$ cat src/rtl/dmem_pkg.sv
// Shared types and sizes for the data-memory responder.
package dmem_pkg;

  localparam int unsigned DATA_W     = 32;
  localparam int unsigned LANES      = 4;
  localparam int unsigned ADDR_W_DEF = 6;

  typedef enum logic [1:0] {
    IDLE = 2'd0,
    WAIT = 2'd1,
    RESP = 2'd2
  } state_e;

  // Overlay the enabled byte lanes of new_w onto old_w.
  function automatic logic [DATA_W-1:0] merge_lanes(
    input logic [DATA_W-1:0] old_w,
    input logic [DATA_W-1:0] new_w,
    input logic [LANES-1:0]  be
  );
    logic [DATA_W-1:0] r;
    r = old_w;
    for (int b = 0; b < LANES; b++) begin
      if (be[b]) r[8*b +: 8] = new_w[8*b +: 8];
    end
    return r;
  endfunction

endpackage

$ cat src/rtl/dmem_array.sv
// Word-addressed storage: byte-enabled synchronous write, combinational read,
// asynchronous clear, plus fixed taps on words 1..3.
module dmem_array
  import dmem_pkg::*;
#(
  parameter int unsigned ADDR_W = ADDR_W_DEF
) (
  input  logic              clk,
  input  logic              nrst,
  input  logic              we,
  input  logic [LANES-1:0]  be,
  input  logic [ADDR_W-1:0] addr,
  input  logic [DATA_W-1:0] wdata,
  output logic [DATA_W-1:0] rdata,
  output logic [DATA_W-1:0] ram1,
  output logic [DATA_W-1:0] ram2,
  output logic [DATA_W-1:0] ram3
);

  localparam int unsigned DEPTH = 2**ADDR_W;

  logic [DATA_W-1:0] mem_q [DEPTH];

  always_ff @(posedge clk or negedge nrst) begin
    if (!nrst) begin
      for (int i = 0; i < int'(DEPTH); i++) mem_q[ADDR_W'(i)] <= '0;
    end else if (we) begin
      for (int b = 0; b < LANES; b++) begin
        if (be[b]) mem_q[addr][8*b +: 8] <= wdata[8*b +: 8];
      end
    end
  end

  assign rdata = mem_q[addr];
  assign ram1  = mem_q[1];
  assign ram2  = mem_q[2];
  assign ram3  = mem_q[3];

endmodule

$ cat src/rtl/dmem_responder.sv
// Single-outstanding data-memory responder with valid/ready handshakes.
// Optional response latency is enabled by defining DMEM_WAIT_EN.
module dmem_responder
  import dmem_pkg::*;
#(
  parameter int unsigned WAIT_CYCLES = 2,
  parameter int unsigned ADDR_W      = ADDR_W_DEF
) (
  input  logic              clk,
  input  logic              nrst,
  input  logic              req_valid,
  output logic              req_ready,
  input  logic [ADDR_W-1:0] addr,
  input  logic [DATA_W-1:0] wdata,
  input  logic [LANES-1:0]  wr,
  output logic              rsp_valid,
  input  logic              rsp_ready,
  output logic [DATA_W-1:0] rsp_data,
  output logic [DATA_W-1:0] ram1,
  output logic [DATA_W-1:0] ram2,
  output logic [DATA_W-1:0] ram3
);

  state_e            state_q, state_d;
  logic              rsp_valid_q, rsp_valid_d;
  logic [DATA_W-1:0] rsp_data_q, rsp_data_d;
  logic [DATA_W-1:0] rd_word;
  logic              accept;

`ifdef DMEM_WAIT_EN
  localparam int unsigned CNT_W = (WAIT_CYCLES > 1) ? $clog2(WAIT_CYCLES) : 1;
  logic [CNT_W-1:0] cnt_q, cnt_d;
`else
  logic unused_wait_cfg;
  assign unused_wait_cfg = (WAIT_CYCLES != 0);
`endif

  assign req_ready = (state_q == IDLE) && nrst;
  assign accept    = req_valid && req_ready;
  assign rsp_valid = rsp_valid_q;
  assign rsp_data  = rsp_data_q;

  dmem_array #(.ADDR_W(ADDR_W)) u_array (
    .clk   (clk),
    .nrst  (nrst),
    .we    (accept),
    .be    (wr),
    .addr  (addr),
    .wdata (wdata),
    .rdata (rd_word),
    .ram1  (ram1),
    .ram2  (ram2),
    .ram3  (ram3)
  );

  // Next-state and response register updates.
  always_comb begin
    state_d     = state_q;
    rsp_valid_d = rsp_valid_q;
    rsp_data_d  = rsp_data_q;
`ifdef DMEM_WAIT_EN
    cnt_d       = cnt_q;
`endif
    case (state_q)
      IDLE: begin
        if (accept) begin
          // Pre-write word merged with the store lanes equals the post-write word.
          rsp_data_d = merge_lanes(rd_word, wdata, wr);
`ifdef DMEM_WAIT_EN
          if (WAIT_CYCLES > 0) begin
            state_d = WAIT;
            cnt_d   = CNT_W'(WAIT_CYCLES - 1);
          end else begin
            state_d     = RESP;
            rsp_valid_d = 1'b1;
          end
`else
          state_d     = RESP;
          rsp_valid_d = 1'b1;
`endif
        end
      end
`ifdef DMEM_WAIT_EN
      WAIT: begin
        if (cnt_q == '0) begin
          state_d     = RESP;
          rsp_valid_d = 1'b1;
        end else begin
          cnt_d = cnt_q - CNT_W'(1);
        end
      end
`endif
      RESP: begin
        if (rsp_ready) begin
          state_d     = IDLE;
          rsp_valid_d = 1'b0;
        end
      end
      default: begin
        state_d     = IDLE;
        rsp_valid_d = 1'b0;
      end
    endcase
  end

  always_ff @(posedge clk or negedge nrst) begin
    if (!nrst) begin
      state_q     <= IDLE;
      rsp_valid_q <= 1'b0;
      rsp_data_q  <= '0;
    end else begin
      state_q     <= state_d;
      rsp_valid_q <= rsp_valid_d;
      rsp_data_q  <= rsp_data_d;
    end
  end

`ifdef DMEM_WAIT_EN
  always_ff @(posedge clk or negedge nrst) begin
    if (!nrst) cnt_q <= '0;
    else       cnt_q <= cnt_d;
  end
`endif

endmodule

$ cat config.mk
export PLATFORM = sky130hd
export DESIGN_NAME = dmem_responder
export DESIGN_NICKNAME = d
export VERILOG_FILES = /design/src/rtl/dmem_pkg.sv /design/src/rtl/dmem_array.sv /design/src/rtl/dmem_responder.sv
export SDC_FILE = /design/constraint.sdc
export NUM_CORES = 2
export LEC_CHECK = 0
export BUFFER_PORTS_ARGS = -buffer_cell sky130_fd_sc_hd__buf_4
export CORE_UTILIZATION = 66
export DETAILED_ROUTE_END_ITERATION = 8
export GPL_ROUTABILITY_DRIVEN = 0
export PLACE_DENSITY = 0.83
export SYNTH_ARGS = -nofsm -noshare
export SYNTH_HDL_FRONTEND = slang
export SYNTH_SLANG_ARGS = --single-unit
$ cat constraint.sdc
create_clock -name clk -period 6.9 [get_ports clk]
set_clock_uncertainty 0.15 [all_clocks]
set_input_delay 1.38 -clock clk [delete_from_list [all_inputs] [get_ports clk]]
set_output_delay 1.38 -clock clk [all_outputs]
set_load 0.01 [all_outputs]
==> impl_summary.txt <==
----------------------------------------------------
[Synthesis]
  Simple-gate area share of the yosys netlist ... 0.0440
  Area share of fa/ha/maj cells after synthesis ... 0
  Portion of the post-synthesis area used by sequential elements ... 0.635
  Cell area after technology mapping ... 90100 um^2
  Synth Instances ... 6081
  Mux cell area share after synthesis ... 0.207
  Fraction of the mapped netlist area in compound gates ... 0.0813
  Share of flip-flops with an asynchronous set or reset after synthesis ... 0.508
  Main combinational cell family by area after synthesis ... multiplexers
  Fraction of synthesized cell area taken by the top area cell type ... 0.341
  Number of synthesis warnings ... 0
  Xor/xnor cell area share of the yosys netlist ... 0
  Avg Inst Size Synth ... 14.8 um^2
  Number of unique standard cell types used by synthesis ... 76
  Cell type with the largest total area after synthesis ... sky130_fd_sc_hd__edfxtp_1
  Synth Flop Type ... sky130_fd_sc_hd__dfrtp_1
  Top cells by area in the synthesized netlist ... sky130_fd_sc_hd__edfxtp_1 34%, sky130_fd_sc_hd__dfrtp_1 29%, sky130_fd_sc_hd__mux2_2 14%
  Post-synth EDFFs ... 1024
  Synth Register Bits ... 2081
  Net count after synthesis ... 6127

[Setup path]
  Worst path max stage delay ... 0.86 ns
  Cell depth of the worst setup path ... 6
  Slowest-stage cell, CP ... sky130_fd_sc_hd__nand2_1
  Crit path buffers/inverters ... 1
  Internal reg-to-reg setup slack ... 2.88 ns
  Type of the setup path with the least slack ... in2reg
  Crit path max fanout ... 62
  Crit end category ... flop
  Series of cell instances along the critical path ... buf_8 -> nand2b_1 -> nor2_1 -> nand2_1 -> nor2_2 -> mux2_2
  Worst r2r path cells ... 5
  Crit path launch type ... input port
  WP data required ... 7.50 ns
  Endpoint of the worst-slack reg-to-reg timing path ... u_array.mem_q[1643]
  Crit path arrival time ... 5.31 ns
  Worst path top cell family by delay ... simple AND/OR/NAND/NOR gates
  Reg-to-reg critical path startpoint ... rsp_valid

[GRT]
  Initial antenna violation count ... 23
  Leftover overflow at the end of global routing ... 0
  Total GRT Usage ... 0.406
  Number of global-route vias before repair ... 58600
  First-pass GRT wire length ... 401000 um
  Pin count of the biggest net entering global routing ... 171

[CTS]
  TritonCTS clock tree ... done
  Clock-pin transition on the worst setup and hold timing paths ... 0.06 ns
  Hold-fix buffers at CTS ... 0
  Num CTS Buffers ... 201
  Sink count of the clock tree ... 2081
  Htree depth ... 4
  Setup bufs post-CTS ... 0
  Clock network latency to the later pin of the worst-skew pair ... 0.87 ns
  Clk Tree Root Cell ... sky130_fd_sc_hd__clkbuf_16
  Number of resized instances in the post-cts repair step ... 0
  Worst-case clock buffer depth ... 3

[Detailed routing]
  Routed length on met1 ... 95200 um
  Average via count per standard cell ... 7.44
  Max Used Layer ... met5
  Detailed Route WL ... 280000 um
  DR iter-0 viols ... 9245
  Remaining routing DRC violations ... 0
  Met2 WL ... 121000 um
  First-pass detailed-route iteration total ... 7
  Routed WL per cell ... 35.2 um
  Met3 layer wire length in the routed design ... 41900 um
  Count of antenna-violating nets left after detailed routing ... 0
  Total via count after detailed routing ... 59200

[Floorplanning]
  Core region area ... 135000 um^2
  Die area ... 138000 um^2
  Cell row count ... 135
  Effective utilization at floorplan ... 0.665
  Chip Height ... 372 um
  Horizontal extent of the die ... 372 um
  IO Count ... 176

[Timing]
  RSZ-0062 raised after global routing ... false
  Min Tclk post-route ... 4.71 ns
  Highest Clock Rate ... 212 MHz
  Endpoints failing hold ... 0
  Endpoints failing setup ... 0
  Final-layout setup total negative slack ... 0 ns
  Max transition margin ... -0.0749
  Slew at the pin closest to its max-slew limit ... 1.61 ns
  Tcrit/Tclk final ... 0.683
  Total count of max-transition violations in the final report ... 33

[Final layout]
  Finished Core Util ... 0.727
  Layout cells sized above 1 ... 0.317
  Synth-to-Final Area Change ... 9.29%
  Fin nets ... 6040

[Pwr]
  Reported leakage power ... 0.0405 uW
  IR Drop Worst-Case VDD ... 0.000232 V
  Power per unit of standard cell area ... 268 nW/um^2

[Place]
  Placed wire-length estimate after detailed placement ... 170000 um
  IO Port Bufs ... 175

[Hold path]
  Classification of the worst-slack hold path ... in2async

[Status]
  Status ... finished, violations left
  Failing checks ... max-capacitance violations, max-slew violations

[Job]
  MaxCap Viol Count ... 2

----------------------------------------------------
[layer usage]
layer,vias up,track usage
met5,-,0
met4,30,0.262
met3,1300,0.153
met2,5069,0.579
met1,29900,0.523
li1,23000,-
[cells in the mapped netlist, types with 26 or more instances]
cell	n
sky130_fd_sc_hd__a21oi_1	126
sky130_fd_sc_hd__a221o_1	100
sky130_fd_sc_hd__a221oi_1	188
sky130_fd_sc_hd__a22o_1	37
sky130_fd_sc_hd__a22oi_1	104
sky130_fd_sc_hd__a31oi_1	26
sky130_fd_sc_hd__buf_1	27
sky130_fd_sc_hd__buf_2	125
sky130_fd_sc_hd__buf_4	129
sky130_fd_sc_hd__clkbuf_1	284
sky130_fd_sc_hd__dfrtp_1	1057
sky130_fd_sc_hd__edfxtp_1	1024
sky130_fd_sc_hd__mux2_2	1106
sky130_fd_sc_hd__mux2i_1	280
sky130_fd_sc_hd__mux4_2	134
sky130_fd_sc_hd__nand2_1	198
sky130_fd_sc_hd__nand3b_1	30
sky130_fd_sc_hd__nor2_1	475
sky130_fd_sc_hd__nor2_2	56
sky130_fd_sc_hd__o21a_1	34
sky130_fd_sc_hd__o21ai_0	111
sky130_fd_sc_hd__o22a_1	44
sky130_fd_sc_hd__o22ai_1	119
[power breakdown]
part / switching, uW / internal, uW
clock: 4790 / 6170
combinational: 1270 / 650
sequential: 213 / 13300
[worst max path at each step]
stage	from	end	slack, ns
after detailed placement	addr[1]	rsp_data[20]	1.58
after global routing	addr[0]	u_array.mem_q[964]	2.27
after floorplan	addr[0]	u_array.mem_q[672]	3.24
after CTS	addr[1]	rsp_data[20]	2.48
after global placement	addr[0]	u_array.mem_q[976]	1.67
final	addr[1]	u_array.ram3[5]	2.19
[cell families after synthesis]
group,Yosys count
buffers and inverters,586
AND/OR/NAND/NOR,884
multiplexers,1545
flip-flops,2081
AO/OA/AOI/OAI,985
[state kept, by name (all words and copies together), names as in the netlist]
register and flops:
rsp_data 32, rsp_valid 1, u_array.mem_q 1952, u_array.ram1 32
u_array.ram2 32, u_array.ram3 32
[layout by cell type (no fill, tap or decap), drive strengths merged, types with 16 or more instances in the layout]
cell type     n
edfxtp     1024
buf         290
nor2        539
a22oi       104
nand3b       30
o21ai       113
mux2       1124
dfrtp      1057
o22a         44
o2bb2ai      22
clkbuf      310
nand3        16
mux2i       280
nor3         22
o21a         34
a22o         37
a221oi      188
nand2       215
a221o       100
clkinv       51
a31oi        26
mux4        141
a21oi       126
o22ai       119
[metrics by stage]
step / setup slack (ns) / instance area, um^2 / hold WS (ns) / std cells / total power [uW]
global placement: 1.67 / 91900 / 0.310 / 7572 / 15500
detailed placement: 1.58 / 91900 / 0.322 / 7572 / 15600
CTS: 2.48 / 98500 / 0.275 / 7951 / 26300
global route: 2.27 / 98500 / 0.298 / 7952 / 26900
floorplan: 3.24 / 90100 / 0.296 / 6081 / 14700
finish: 2.19 / 98500 / 0.315 / 7962 / 26400
[cell type report]
type	count	area, um^2
Fill cell	8113	37000
Timing Repair Buffer	290	2370
Sequential cell	2081	57200
Multi-Input combinational cell	3414	30100
Tap cell	1781	2230
Clock inverter	69	634
Antenna cell	11	27.5
Clock buffer	310	5910
Inverter	6	30.0
[worst reg2reg max path, delay by kind of cell, from the launching register on]
kind / cells / cell delay [ns]
multiplexers: 1 / 0.48
buffers and inverters: 1 / 0.45
flip-flops: 1 / 0.48
AND/OR/NAND/NOR: 3 / 2.36
Note: power is estimated with default switching activity, not from simulation.
